==> config.mk <==
export PLATFORM = sky130hd
export DESIGN_NAME = sram_access_ctrl_flat
export DESIGN_NICKNAME = d
export VERILOG_FILES = /design/src/rtl/sram_ctrl_pkg.sv /design/src/rtl/sram_access_ctrl_if.sv /design/src/rtl/sram_ser_piso.sv /design/src/rtl/sram_access_ctrl.sv /design/src/flat_wrapper.sv
export SDC_FILE = /design/constraint.sdc
export NUM_CORES = 1
export LEC_CHECK = 0
export ABC_AREA = 1
export BUFFER_PORTS_ARGS = -buffer_cell sky130_fd_sc_hd__buf_2
export CORE_MARGIN = 10
export CORE_UTILIZATION = 45
export CTS_BUF_LIST = sky130_fd_sc_hd__clkbuf_8 sky130_fd_sc_hd__clkbuf_16
export DETAILED_ROUTE_END_ITERATION = 16
export PLACE_DENSITY = 0.71
export SYNTH_ARGS = -nofsm -noshare
export SYNTH_HDL_FRONTEND = slang
export SYNTH_SLANG_ARGS = --single-unit
==> constraint.sdc <==
create_clock -name clk -period 1.53 [get_ports clk]
set_input_delay 0 -clock clk [delete_from_list [all_inputs] [get_ports clk]]
set_output_delay 0 -clock clk [all_outputs]
set_load 0.005 [all_outputs]
==> src/rtl/sram_ctrl_pkg.sv <==
// Shared types and defaults for the SRAM access controller.
// Holds the controller state encoding, default geometry and the response record.
package sram_ctrl_pkg;

    localparam int unsigned DEF_ROWS = 16;
    localparam int unsigned DEF_COLS = 8;

    typedef enum logic [2:0] {
        IDLE    = 3'd0,
        SHIFT   = 3'd1,
        LOAD    = 3'd2,
        WRITE   = 3'd3,
        READ    = 3'd4,
        WAIT_RD = 3'd5,
        RESP    = 3'd6
    } ctrl_state_e;

    // Completed-request response at the default word width.
    typedef struct packed {
        logic                we;
        logic                err;
        logic [DEF_COLS-1:0] rdata;
    } rsp_t;

endpackage

==> src/rtl/sram_access_ctrl_if.sv <==
// Request/response bus of the SRAM access controller.
// master: requester (drives req_*, receives req_ready and rsp_*).
// slave : controller (receives req_*, drives req_ready and rsp_*).
interface sram_access_ctrl_if #(
    parameter int unsigned AW   = 4,
    parameter int unsigned COLS = 8
) ();
    logic            req_valid;
    logic            req_ready;
    logic            req_we;
    logic [AW-1:0]   req_addr;
    logic [COLS-1:0] req_wdata;
    logic            rsp_valid;
    logic            rsp_we;
    logic            rsp_err;
    logic [COLS-1:0] rsp_rdata;

    modport master (
        output req_valid, req_we, req_addr, req_wdata,
        input  req_ready, rsp_valid, rsp_we, rsp_err, rsp_rdata
    );

    modport slave (
        input  req_valid, req_we, req_addr, req_wdata,
        output req_ready, rsp_valid, rsp_we, rsp_err, rsp_rdata
    );
endinterface

==> src/rtl/sram_ser_piso.sv <==
// Parallel-in serial-out shifter feeding the SRAM serial write port, MSB first.
// Ports: clk, arst_n; start (load word and begin), word (parallel data);
// serial_in/shift (registered serial bit and enable), done (high during the last shift cycle).
module sram_ser_piso #(
    parameter int unsigned COLS         = 8,
    parameter int unsigned SHIFT_CYCLES = 2
) (
    input  logic            clk,
    input  logic            arst_n,
    input  logic            start,
    input  logic [COLS-1:0] word,
    output logic            serial_in,
    output logic            shift,
    output logic            done
);
    localparam int unsigned BW = $clog2(COLS);
    localparam int unsigned HW = $clog2(SHIFT_CYCLES) + 1;

    logic [COLS-1:0] sreg;
    logic [BW-1:0]   idx, idx_n;
    logic [HW-1:0]   hold, hold_n;
    logic            shift_n, ser_n;

    // Next bit index / hold count; each bit is held SHIFT_CYCLES cycles.
    always_comb begin
        idx_n   = idx;
        hold_n  = hold;
        shift_n = shift;
        ser_n   = serial_in;
        if (start) begin
            idx_n   = BW'(COLS - 1);
            hold_n  = '0;
            shift_n = 1'b1;
            ser_n   = word[COLS-1];
        end else if (shift) begin
            if (hold == HW'(SHIFT_CYCLES - 1)) begin
                hold_n = '0;
                if (idx == '0) begin
                    shift_n = 1'b0;
                    ser_n   = 1'b0;
                end else begin
                    idx_n = idx - BW'(1);
                    ser_n = sreg[idx_n];
                end
            end else begin
                hold_n = hold + HW'(1);
            end
        end
    end

    // done is registered from the next-cycle view so it coincides with the final shift cycle.
    always_ff @(posedge clk or negedge arst_n) begin
        if (!arst_n) begin
            sreg      <= '0;
            idx       <= '0;
            hold      <= '0;
            shift     <= 1'b0;
            serial_in <= 1'b0;
            done      <= 1'b0;
        end else begin
            if (start) begin
                sreg <= word;
            end
            idx       <= idx_n;
            hold      <= hold_n;
            shift     <= shift_n;
            serial_in <= ser_n;
            done      <= shift_n && (idx_n == '0) && (hold_n == HW'(SHIFT_CYCLES - 1));
        end
    end
endmodule

==> src/rtl/sram_access_ctrl.sv <==
// Sequencing controller in front of the mixed-signal SRAM.
// Ports: clk, arst_n; bus (request/response handshake, slave side);
// serial_in/shift/load/w_en/r_en/addr (registered SRAM controls); data_valid/data_out (SRAM read return).
module sram_access_ctrl
    import sram_ctrl_pkg::*;
#(
    parameter int unsigned ROWS         = DEF_ROWS,
    parameter int unsigned COLS         = DEF_COLS,
    parameter int unsigned SHIFT_CYCLES = 2,
    parameter int unsigned RD_TIMEOUT   = 16,
    localparam int unsigned AW          = $clog2(ROWS)
) (
    input  logic            clk,
    input  logic            arst_n,
    sram_access_ctrl_if.slave bus,
    output logic            serial_in,
    output logic            shift,
    output logic            load,
    output logic            w_en,
    output logic            r_en,
    output logic [AW-1:0]   addr,
    input  logic            data_valid,
    input  logic [COLS-1:0] data_out
);
    localparam int unsigned TW = $clog2(RD_TIMEOUT) + 1;

    localparam logic [2:0] ST_IDLE    = IDLE;
    localparam logic [2:0] ST_SHIFT   = SHIFT;
    localparam logic [2:0] ST_LOAD    = LOAD;
    localparam logic [2:0] ST_WRITE   = WRITE;
    localparam logic [2:0] ST_READ    = READ;
    localparam logic [2:0] ST_WAIT_RD = WAIT_RD;
    localparam logic [2:0] ST_RESP    = RESP;

    logic [2:0]      state, state_n;
    logic [TW-1:0]   tcnt, tcnt_n;
    logic            we_q;
    logic [AW-1:0]   addr_q;
    logic            accept, in_range, piso_start, piso_done;
    logic            rsp_we_n, rsp_err_n;
    logic [COLS-1:0] rsp_rdata_n;
    logic            req_ready_q, rsp_valid_q, rsp_we_q, rsp_err_q;
    logic [COLS-1:0] rsp_rdata_q;

    assign accept   = bus.req_valid && req_ready_q;
    assign in_range = 32'(bus.req_addr) < ROWS;

    assign bus.req_ready = req_ready_q;
    assign bus.rsp_valid = rsp_valid_q;
    assign bus.rsp_we    = rsp_we_q;
    assign bus.rsp_err   = rsp_err_q;
    assign bus.rsp_rdata = rsp_rdata_q;
    assign addr          = addr_q;

    sram_ser_piso #(
        .COLS         (COLS),
        .SHIFT_CYCLES (SHIFT_CYCLES)
    ) u_piso (
        .clk       (clk),
        .arst_n    (arst_n),
        .start     (piso_start),
        .word      (bus.req_wdata),
        .serial_in (serial_in),
        .shift     (shift),
        .done      (piso_done)
    );

    // Next state and next response fields; response fields are non-zero only on entry to RESP.
    always_comb begin
        state_n     = state;
        tcnt_n      = tcnt;
        piso_start  = 1'b0;
        rsp_we_n    = 1'b0;
        rsp_err_n   = 1'b0;
        rsp_rdata_n = '0;
        case (state)
            ST_IDLE: begin
                if (accept) begin
                    if (!in_range) begin
                        state_n   = ST_RESP;
                        rsp_we_n  = bus.req_we;
                        rsp_err_n = 1'b1;
                    end else if (bus.req_we) begin
                        state_n    = ST_SHIFT;
                        piso_start = 1'b1;
                    end else begin
                        state_n = ST_READ;
                    end
                end
            end
            ST_SHIFT: begin
                if (piso_done) begin
                    state_n = ST_LOAD;
                end
            end
            ST_LOAD:  state_n = ST_WRITE;
            ST_WRITE: begin
                state_n  = ST_RESP;
                rsp_we_n = we_q;
            end
            ST_READ: begin
                state_n = ST_WAIT_RD;
                tcnt_n  = '0;
            end
            ST_WAIT_RD: begin
                if (data_valid) begin
                    state_n     = ST_RESP;
                    rsp_we_n    = we_q;
                    rsp_rdata_n = data_out;
                end else if (tcnt >= TW'(RD_TIMEOUT - 1)) begin
                    state_n   = ST_RESP;
                    rsp_we_n  = we_q;
                    rsp_err_n = 1'b1;
                end else if (tcnt != TW'(RD_TIMEOUT)) begin
                    tcnt_n = tcnt + TW'(1);
                end
            end
            ST_RESP:  state_n = ST_IDLE;
            default:  state_n = ST_IDLE;
        endcase
    end

    // State register.
    always_ff @(posedge clk or negedge arst_n) begin
        if (!arst_n) begin
            state <= ST_IDLE;
            tcnt  <= '0;
        end else begin
            state <= state_n;
            tcnt  <= tcnt_n;
        end
    end

    // Request capture; addr is held from acceptance until the next acceptance.
    always_ff @(posedge clk or negedge arst_n) begin
        if (!arst_n) begin
            we_q   <= 1'b0;
            addr_q <= '0;
        end else if (accept) begin
            we_q   <= bus.req_we;
            addr_q <= bus.req_addr;
        end
    end

    // Registered outputs decoded from the next state, so strobes are exclusive by construction.
    always_ff @(posedge clk or negedge arst_n) begin
        if (!arst_n) begin
            req_ready_q <= 1'b1;
            load        <= 1'b0;
            w_en        <= 1'b0;
            r_en        <= 1'b0;
            rsp_valid_q <= 1'b0;
            rsp_we_q    <= 1'b0;
            rsp_err_q   <= 1'b0;
            rsp_rdata_q <= '0;
        end else begin
            req_ready_q <= (state_n == ST_IDLE);
            load        <= (state_n == ST_LOAD);
            w_en        <= (state_n == ST_WRITE);
            r_en        <= (state_n == ST_READ);
            rsp_valid_q <= (state_n == ST_RESP);
            rsp_we_q    <= rsp_we_n;
            rsp_err_q   <= rsp_err_n;
            rsp_rdata_q <= rsp_rdata_n;
        end
    end
endmodule

==> src/flat_wrapper.sv <==
// flat-port wrapper written by rule: the top's interface ports become plain ports
module sram_access_ctrl_flat import sram_ctrl_pkg::*;
#(
    parameter int unsigned ROWS         = DEF_ROWS,
    parameter int unsigned COLS         = DEF_COLS,
    parameter int unsigned SHIFT_CYCLES = 2,
    parameter int unsigned RD_TIMEOUT   = 16,
    localparam int unsigned AW          = $clog2(ROWS)
)
  (clk, arst_n, serial_in, shift, load, w_en, r_en, addr, data_valid, data_out, bus_req_valid, bus_req_we, bus_req_addr, bus_req_wdata, bus_req_ready, bus_rsp_valid, bus_rsp_we, bus_rsp_err, bus_rsp_rdata);
  sram_access_ctrl_if #(.AW(4), .COLS(COLS)) bus_i ();
  input  logic clk;
  input  logic arst_n;
  output logic serial_in;
  output logic shift;
  output logic load;
  output logic w_en;
  output logic r_en;
  output logic [AW-1:0] addr;
  input  logic data_valid;
  input  logic [COLS-1:0] data_out;
  input wire logic [$bits(bus_i.req_valid)-1:0] bus_req_valid;
  input wire logic [$bits(bus_i.req_we)-1:0] bus_req_we;
  input wire logic [$bits(bus_i.req_addr)-1:0] bus_req_addr;
  input wire logic [$bits(bus_i.req_wdata)-1:0] bus_req_wdata;
  output wire logic [$bits(bus_i.req_ready)-1:0] bus_req_ready;
  output wire logic [$bits(bus_i.rsp_valid)-1:0] bus_rsp_valid;
  output wire logic [$bits(bus_i.rsp_we)-1:0] bus_rsp_we;
  output wire logic [$bits(bus_i.rsp_err)-1:0] bus_rsp_err;
  output wire logic [$bits(bus_i.rsp_rdata)-1:0] bus_rsp_rdata;
  assign bus_i.req_valid = bus_req_valid;
  assign bus_i.req_we = bus_req_we;
  assign bus_i.req_addr = bus_req_addr;
  assign bus_i.req_wdata = bus_req_wdata;
  assign bus_req_ready = bus_i.req_ready;
  assign bus_rsp_valid = bus_i.rsp_valid;
  assign bus_rsp_we = bus_i.rsp_we;
  assign bus_rsp_err = bus_i.rsp_err;
  assign bus_rsp_rdata = bus_i.rsp_rdata;
  sram_access_ctrl #(.ROWS(ROWS), .COLS(COLS), .SHIFT_CYCLES(SHIFT_CYCLES), .RD_TIMEOUT(RD_TIMEOUT)) u_core (.clk(clk), .arst_n(arst_n), .bus(bus_i), .serial_in(serial_in), .shift(shift), .load(load), .w_en(w_en), .r_en(r_en), .addr(addr), .data_valid(data_valid), .data_out(data_out));
endmodule
==> metrics.md, run 1 <==
| Metric | Value |
|---|---|
| Status | `complete, but fails checks` |
| Failing checks | `setup timing` |
| R2R Path Start | `u_core.tcnt[0]` |
| CP required | `1.75 ns` |
| Synth unique cells | `26` |
| N_diodes | `0` |
| Final min period | `1.57 ns` |
| Clk_lat worst skew | `0.29 ns` |
| Xor and xnor area share after synthesis | `0.00878` |
| Critical Path Fanout Max | `6` |
| DR iter-0 viols | `63` |
| RePlAce Congestion | `0.787` |
| FF-to-FF End | `u_core.tcnt[3]` |
| CP endpoint kind | `flop` |
| Slew Viols, Final | `0` |
| Static Leakage | `1.49 nW` |
| Adder-Cell Fraction of Synth Area | `0.0314` |
| WHS Path Cells | `3` |
| Yosys top cell by area | `dfrtp_1` |
| PD cells | `1570 mW/mm^2` |
| Root Buffer | `clkbuf_8` |
| Htree depth | `2` |
| Final hold slack | `0.0124 ns` |
| Syn_area_per_cell | `8.71 sq um` |
| Vias in the first global route | `1753` |
| Drt via density | `4.67` |
| Hold crit path type | `in -> reg` |
| First-pass GRT wire length | `7.87 mm` |
| Max clock buf depth | `2` |
| Drt total wl | `4.47 mm` |
| Worst setup SP type | `flop` |
| Clock sinks | `44` |
| Worst Min Path Start | `data_valid` |
| Final core occ | `0.628` |
| Post-Synthesis Cell Area | `0.00199 sq mm` |
| Peak Freq | `638 MHz` |
| Placeable Area | `0.00432 sq mm` |
| Grt ovf | `0` |
| CP top delay family | `simple AND/OR/NAND/NOR gates` |
| R2R cell count | `9` |
| CTS tree | `yes` |
| Layout cells sized above 1 | `0.291` |
| Post-route DRC | `0` |
| Met3 wire len | `337 um` |
| Predominant post-synthesis flop cell | `dfrtp_1` |
| Pre-Repair DR Iteration Count | `4` |
| Max Cap Viol | `0` |
| Final setup vio count | `3` |
| Register area share after synthesis | `0.553` |
| Max IR drop VDD | `0.710 mV` |
| Boundary Pins | `46` |
| Worst path slowest cell | `dfrtp_1` |
| Synth top area cells | `dfrtp_1 (54%), nand2_1 (11%), inv_1 (6.2%)` |
| Antenna Violating Nets Remaining | `0` |
| Largest net degree at the start of global routing | `45` |
| Syn Nets | `259` |
| M1 WL | `1.91 mm` |
| CP bufs+invs | `0` |
| Nets | `342` |
| Antenna violations before repair | `0` |
| Worst-Margin Slew | `0.554 ns` |
| YS warnings | `0` |
| Top Metal Used | `met4` |
| Cell Area, Placed | `0.00231 sq mm` |
| Worst path max stage delay | `0.40 ns` |
| I/O Buffers | `45` |
| Critical Path Start | `u_core.tcnt[0]` |
| Synth Area in Simple Gates | `0.262` |
| Design area | `0.00272 sq mm` |
| Yosys top cell area share | `0.540` |
| Area Growth Syn to Fin | `36.1%` |
| Total die area | `0.00750 sq mm` |
| Setup CP Type | `reg -> reg` |
| CP arrival | `1.79 ns` |
| Post-synthesis compound-gate area fraction | `0.0615` |
| Synth Register Bits | `44` |
| Hold Path Sink | `u_core.bus.rsp_rdata[4]` |
| RSZ-0062 raised after global routing | `yes` |
| Async SR Flop Fraction | `1.00` |
| GRT Overall Usage | `0.127` |
| Die Height | `86.6 um` |
| Most common library cells after synthesis | `nand2_1 (58), dfrtp_1 (43), inv_1 (33), nor2_1 (24), o21ai_0 (15)` |
| Worst slack, placed | `-0.0848 ns` |
| CP cell instances | `ha_2 > nand2_2 > nor2_4 > ha_4 > nor2_4 > nand4_1 > nand2_2 > nand2_1 > a21oi_1` |
| Setup TNS | `-0.0566 ns` |
| Initial Util | `0.461` |
| Vias | `1705` |
| HPWL Detailed | `3.05 mm` |
| Count of final hold-check violations | `0` |
| Die X | `86.6 um` |
| Fin crit share | `1.03` |
| Mux contribution to synthesized area | `0` |
| R2R setup slack | `-0.04 ns` |
| CTS Buf Count | `5` |
| WL/cell | `12.3 um` |
| Max-slew headroom | `0.631` |
| Main combinational cell family by area after synthesis | `simple AND/OR/NAND/NOR gates` |
| Setup WS post-layout | `-0.0383 ns` |
| Count leader, synth | `nand2_1` |
| Post-synth EDFFs | `0` |
| Worst-path clk slew | `0.09 ns` |
| Routed met2 length | `2.19 mm` |
| FP Rows | `24` |
| Cells after Synth | `229` |
| Clock skew | `0.00581 ns` |
## state kept, by name, indices dropped and copies added (netlist names), 2 cells and up
signal	cells
u_core.bus.rsp_rdata	8
u_core.u_piso.sreg	8
u_core.tcnt	5
u_core.addr	4
u_core.state	3
u_core.u_piso.idx	3
u_core.u_piso.hold	2
## layout make-up
| class | instances | area (sq um) |
|---|---|---|
| clock buffer | 5 | 68.8 |
| clock inverter | 3 | 42.5 |
| fill | 381 | 1610 |
| inverter | 38 | 145 |
| multi-input combinational | 145 | 757 |
| sequential | 44 | 1100 |
| tap | 52 | 65.1 |
| timing repair buffer | 78 | 534 |
## worst register-to-register path: stages, from the launching register on
cell	delay [ns]
dfrtp_1	0.40
ha_2	0.20
nand2_2	0.10
nor2_4	0.05
ha_4	0.16
nor2_4	0.09
nand4_1	0.16
nand2_2	0.17
nand2_1	0.07
a21oi_1	0.12
## per-stage QoR
stage	power [mW]	instances
final	4.26	365
after global routing	4.67	365
after CTS	4.29	363
after detailed placement	3.35	331
after global placement	3.30	331
after floorplan	2.84	229
## routing by layer
layer / track usage / vias to the layer above
li1: - / 874
met1: 0.149 / 788
met2: 0.208 / 38
met3: 0.0525 / 5
met4: 0.0339 / 0
met5: 0 / -
## report_power, final
| part | internal, mW | leakage (nW) | switching [mW] | total (mW) |
|---|---|---|---|---|
| Clock | 0.483 | 0.0541 | 0.395 | 0.878 |
| Sequential | 1.53 | 0.567 | 0.180 | 1.71 |
| Combinational | 0.698 | 0.867 | 0.975 | 1.67 |
| Total | 2.71 | 1.49 | 1.55 | 4.26 |
## logic make-up after synthesis
kind of cell / count (synthesis)
buffers and inverters: 40
AND/OR/NAND/NOR: 115
XOR/XNOR: 2
flip-flops: 44
adder cells (fa/ha/maj): 5
AO/OA/AOI/OAI: 23
## placed cells by master (no fill, tap or decap), types with 3 or more instances in the layout
cell type / instances
a21oi_1: 4
buf_2: 45
buf_4: 9
clkbuf_8: 5
dfrtp_1: 43
dlygate4sd3_1: 23
ha_1: 3
inv_1: 33
inv_2: 4
nand2_1: 57
nand2_2: 6
nand3_1: 12
nand4_1: 4
nor2_1: 22
nor2_2: 6
nor2_4: 4
o21ai_0: 15
## how the worst max path moves through the flow
stage,endpoint,depth (start not counted)
detailed placement,u_core.tcnt[3],9
global placement,u_core.tcnt[3],9
global route,u_core.tcnt[3],9
finish,u_core.tcnt[3],9
floorplan,u_core.tcnt[3],9
CTS,u_core.tcnt[3],9
## timing repair
action | in CTS | in global routing
buffers inserted | 1 | 2
endpoints found under the setup margin | 8 | 17
resized for setup | 5 | 4
endpoints found under the hold margin | 64 | 0
hold buffers | 23 | 0
pin swaps | 6 | 5
No activity file was read; power rests on OpenSTA's default activity.
==> inputs of run 2 (changes only) <==
--- a/config.mk
+++ b/config.mk
@@ -7,11 +7,15 @@
 export LEC_CHECK = 0
 export ABC_AREA = 1
 export BUFFER_PORTS_ARGS = -buffer_cell sky130_fd_sc_hd__buf_2
+export CELL_PAD_IN_SITES_DETAIL_PLACEMENT = 0
+export CELL_PAD_IN_SITES_GLOBAL_PLACEMENT = 1
 export CORE_MARGIN = 10
-export CORE_UTILIZATION = 45
+export CORE_UTILIZATION = 35
 export CTS_BUF_LIST = sky130_fd_sc_hd__clkbuf_8 sky130_fd_sc_hd__clkbuf_16
+export CTS_CLUSTER_SIZE = 28
 export DETAILED_ROUTE_END_ITERATION = 16
-export PLACE_DENSITY = 0.71
+export PLACE_DENSITY_LB_ADDON = 0.1
+export SKIP_CTS_REPAIR_TIMING = 1
 export SYNTH_ARGS = -nofsm -noshare
 export SYNTH_HDL_FRONTEND = slang
 export SYNTH_SLANG_ARGS = --single-unit
==> metrics.md, run 2 (synthesis gave the netlist of run 1 again) <==
| Metric | Value |
|---|---|
| Seq pwr share | `0.415` |
| Antenna violations before repair | `0` |
| CP arrival | `1.77 ns` |
| Post-route DRC | `0` |
| Setup WS post-layout | `-0.0203 ns` |
| Sw power | `1.55 mW` |
| Vias | `1666` |
| I/O Buffers | `45` |
| Max clock buf depth | `2` |
| WL/cell | `12.1 um` |
| Grt ovf | `0` |
| Max Cap Viol | `0` |
| Worst setup SP type | `flop` |
| Layout fillers | `553` |
| Slew Viols, Final | `0` |
| Vias in the first global route | `1575` |
| Commonest non-fill, non-tap cells in the layout | `nand2_1 (56), buf_2 (45), dfrtp_1 (43)` |
| Setup TNS | `-0.0203 ns` |
| Static Leakage | `1.49 nW` |
| RePlAce Congestion | `0.799` |
| Die Height | `95.5 um` |
| N_diodes | `0` |
| Htree depth | `2` |
| FP Rows | `27` |
| GRT Overall Usage | `0.103` |
| First-pass GRT wire length | `7.42 mm` |
| Non-Filler Instances | `382` |
| Pre-Repair DR Iteration Count | `4` |
| Boundary Pins | `46` |
| Setup CP Type | `reg -> reg` |
| Sequential cell area | `0.00110 sq mm` |
| Final core occ | `0.491` |
| Worst-Margin Slew | `0.481 ns` |
| Area Growth Syn to Fin | `35.6%` |
| Antenna Violating Nets Remaining | `0` |
| DR iter-0 viols | `105` |
| Internal power | `2.59 mW` |
| Multi-input gate area | `754 sq um` |
| Most common cell after layout, fill and taps aside | `nand2_1` |
| Failing checks | `setup timing` |
| CP required | `1.75 ns` |
| Power share of the clock group | `0.176` |
| Placeable Area | `0.00551 sq mm` |
| Drt via density | `4.36` |
| HPWL Detailed | `3.46 mm` |
| Hold crit path type | `in -> reg` |
| Initial Util | `0.362` |
| Root Buffer | `clkbuf_8` |
| CTS Buf Count | `5` |
| PD cells | `1530 mW/mm^2` |
| Logic gate share of total power | `0.409` |
| Worst-path clk slew | `0.08 ns` |
| Placed Instances | `351` |
| Final min period | `1.55 ns` |
| Critical Path Fanout Max | `6` |
| Nets | `339` |
| Clock skew | `0.00330 ns` |
| Status | `complete, but fails checks` |
| Max-slew headroom | `0.680` |
| Die X | `95.5 um` |
| RSZ-0062 raised after global routing | `yes` |
| Max IR drop VDD | `0.790 mV` |
| Sw Ratio | `0.375` |
| Count of final hold-check violations | `0` |
| Drt total wl | `4.61 mm` |
| Peak Freq | `645 MHz` |
| CTS tree | `yes` |
| Clk_lat worst skew | `0.29 ns` |
| Largest net degree at the start of global routing | `26` |
| CP endpoint kind | `flop` |
| Fin crit share | `1.01` |
| Clock sinks | `44` |
| Layout cells sized above 1 | `0.294` |
| Total die area | `0.00912 sq mm` |
| Final setup vio count | `1` |
run 2: path summary, 6_finish.rpt:
path	startpoint	slack, ns	depth (start not counted)	to
min	data_valid	0.03	3	u_core.bus.rsp_rdata[2]
min in group asynchronous	arst_n	0.20	2	u_core.u_piso.sreg[5]
max in group asynchronous	arst_n	0.76	3	u_core.bus.req_ready
max	u_core.tcnt[1]	-0.02	9	u_core.tcnt[3]
min reg2reg	u_core.addr[1]	0.48	2	u_core.addr[1]
max reg2reg	u_core.tcnt[1]	-0.02	9	u_core.tcnt[3]
run 2: critical path: stages, from the launching register on:
cell     delay [ns]
dfrtp_1        0.39
ha_2           0.19
nand2_2        0.07
nor2_1         0.04
ha_2           0.18
nor2_4         0.12
nand4_1        0.13
nand2_2        0.17
nand2_2        0.07
a21oi_2        0.12
run 2: final cells by class:
cell class,count,share of cell area
clock inverter,2,0.00278
clock buffer,6,0.0305
tap,72,0.0333
timing repair buffer,75,0.193
multi-input combinational,145,0.279
sequential,44,0.407
inverter,38,0.0537
run 2: through the flow:
step | power, mW | setup slack [ns] | area (sq um) | hold slack, ns
2_1_floorplan | 2.84 | 0.00818 | 2000 | -0.296
3_3_place_gp | 3.37 | -0.00714 | 2350 | -0.00582
3_5_place_dp | 3.38 | -0.0528 | 2350 | -0.0116
4_1_cts | 4.12 | -0.0751 | 2440 | -0.328
5_1_grt | 4.56 | -0.161 | 2710 | 0.0306
6_report | 4.14 | -0.0203 | 2710 | 0.0278
run 2: power by group through the flow:
stage / Sequential (mW) / Combinational (mW) / Clock [mW]
final: 1.72 / 1.69 / 0.729
after CTS: 1.71 / 1.65 / 0.765
after global routing: 1.77 / 1.99 / 0.802
after global placement: 1.73 / 1.64 / 0
after detailed placement: 1.74 / 1.64 / 0
after floorplan: 1.74 / 1.09 / 0
run 2: metal layers:
layer  up-vias  routed length (um)  global-route usage  share of wire
li1        866                   -                   -              -
met1       768                2070               0.121           0.45
met2        26                2300               0.173           0.50
met3         6                 186              0.0314          0.040
met4         0                  53              0.0369          0.011
met5         -                   0                   0              0
==> inputs of run 3 (changes only) <==
--- a/config.mk
+++ b/config.mk
@@ -9,6 +9,7 @@
 export BUFFER_PORTS_ARGS = -buffer_cell sky130_fd_sc_hd__buf_2
 export CELL_PAD_IN_SITES_DETAIL_PLACEMENT = 0
 export CELL_PAD_IN_SITES_GLOBAL_PLACEMENT = 1
+export CORE_ASPECT_RATIO = 0.8
 export CORE_MARGIN = 10
 export CORE_UTILIZATION = 35
 export CTS_BUF_LIST = sky130_fd_sc_hd__clkbuf_8 sky130_fd_sc_hd__clkbuf_16
==> metrics.md, run 3 (synthesis gave the netlist of run 1 again) <==
| Metric | Value |
|---|---|
| Status | `complete, but fails checks` |
| Failing checks | `setup timing` |
| Hold Path Sink | `u_core.r_en` |
| Boundary Pins | `46` |
| Placed Instances | `361` |
| Non-Filler Instances | `392` |
| CTS tree | `yes` |
| Cell Area, Placed | `0.00239 sq mm` |
| Final setup vio count | `6` |
| RePlAce Congestion | `0.772` |
| Worst slack, placed | `-0.116 ns` |
| Area Growth Syn to Fin | `37.8%` |
| Hold crit path type | `in -> reg` |
| R2R setup slack | `-0.06 ns` |
| Most common cell after layout, fill and taps aside | `nand2_1` |
| CTS Buf Count | `5` |
| Static Leakage | `1.49 nW` |
| Largest net degree at the start of global routing | `22` |
| Clk_lat worst skew | `0.30 ns` |
| Nets | `343` |
| Die Height | `87.5 um` |
| Peak Freq | `627 MHz` |
| WHS Path Cells | `4` |
| Worst-Margin Slew | `0.326 ns` |
| Antenna violations before repair | `0` |
| CP arrival | `1.82 ns` |
| Final Total Pwr | `4.20 mW` |
| Top Usage Layer GRT | `met1` |
| Design area | `0.00275 sq mm` |
| Vias in the first global route | `1649` |
| Initial Util | `0.363` |
| Final core occ | `0.500` |
| FP Rows | `24` |
| Fin crit share | `1.04` |
| Drt via density | `4.26` |
| Final hold slack | `0.00779 ns` |
| Worst setup SP type | `flop` |
| Post-route DRC | `0` |
| Max clock buf depth | `2` |
| Worst-path clk slew | `0.08 ns` |
| N_diodes | `0` |
| FF-to-FF End | `u_core.tcnt[2]` |
| GR Util met1 | `0.141` |
| Drt total wl | `4.70 mm` |
| Vias | `1669` |
| CP endpoint kind | `flop` |
| CP required | `1.76 ns` |
| Count of final hold-check violations | `0` |
| RSZ-0062 raised after global routing | `yes` |
| GRT Overall Usage | `0.105` |
| Clock skew | `0.00685 ns` |
| GRT met2 Usage | `0.138` |
| I/O Buffers | `45` |
| Critical Path Fanout Max | `6` |
| Setup TNS | `-0.280 ns` |
| DR iter-0 viols | `65` |
| Clock sinks | `44` |
| Htree depth | `2` |
| Total die area | `0.00914 sq mm` |
| Setup CP Type | `reg -> reg` |
| WL/cell | `12.0 um` |
| Root Buffer | `clkbuf_8` |
| Antenna Violating Nets Remaining | `0` |
| Setup WS post-layout | `-0.0639 ns` |
| Die X | `104 um` |
| Pre-Repair DR Iteration Count | `4` |
| HPWL Detailed | `3.43 mm` |
| Max Cap Viol | `0` |
| Slew Viols, Final | `0` |
| R2R Path Start | `u_core.tcnt[0]` |
| R2R cell count | `9` |
| Commonest non-fill, non-tap cells in the layout | `nand2_1 (55), buf_2 (45), dfrtp_1 (43)` |
| Grt ovf | `0` |
| Final min period | `1.59 ns` |
| First-pass GRT wire length | `7.78 mm` |
| Worst Min Path Start | `bus_req_we` |
| GRT met3 Usage | `0.0540` |
| PD cells | `1530 mW/mm^2` |
| Placeable Area | `0.00550 sq mm` |
| Max IR drop VDD | `0.542 mV` |
| Max-slew headroom | `0.783` |
| Layout cells sized above 1 | `0.318` |
## run 3: changes by cell type in the layout (fill, tap and decap cells not counted), moves of 2 or more
cell and change:
nand2_2 +2, buf_4 +3, inv_1 -2, inv_2 +2, buf_6 +2
## run 3: layout make-up
class / instances / area [sq um]
Inverter: 38 / 143
Fill cell: 551 / 2750
Multi-Input combinational cell: 145 / 758
Sequential cell: 44 / 1100
Clock inverter: 2 / 11.3
Clock buffer: 6 / 82.6
Timing Repair Buffer: 79 / 553
Tap cell: 78 / 97.6
## run 3: per-layer routing
layer  wire, um  vias to the layer above
li1           -                      875
met2       1890                       45
met3        405                        7
met1       2350                      742
met5          0                        -
met4         51                        0
## run 3: worst max-delay path by stage
stage,startpoint,endpoint,cells past startpoint
floorplan,u_core.tcnt[0],u_core.tcnt[3],9
global placement,u_core.tcnt[0],u_core.tcnt[3],9
detailed placement,u_core.tcnt[0],u_core.bus.rsp_we,8
CTS,u_core.tcnt[0],u_core.bus.rsp_we,8
global route,u_core.tcnt[0],u_core.tcnt[3],9
finish,u_core.tcnt[0],u_core.tcnt[2],9
## run 3: power breakdown
part | switching (mW) | leakage, nW | internal [mW] | total (mW)
logic | 1.02 | 0.878 | 0.711 | 1.73
registers | 0.177 | 0.567 | 1.53 | 1.71
clock network | 0.394 | 0.0486 | 0.360 | 0.754
total | 1.59 | 1.49 | 2.61 | 4.20
## run 3: critical path: stages (launching register included)
cell and delay, ns:
dfrtp_1 0.39, ha_2 0.20, nand2_2 0.08, nor2_2 0.04, ha_2 0.18, nor2_4 0.14, nand4_1 0.15, nand2_2 0.19
a21oi_1 0.08, nor2_1 0.08
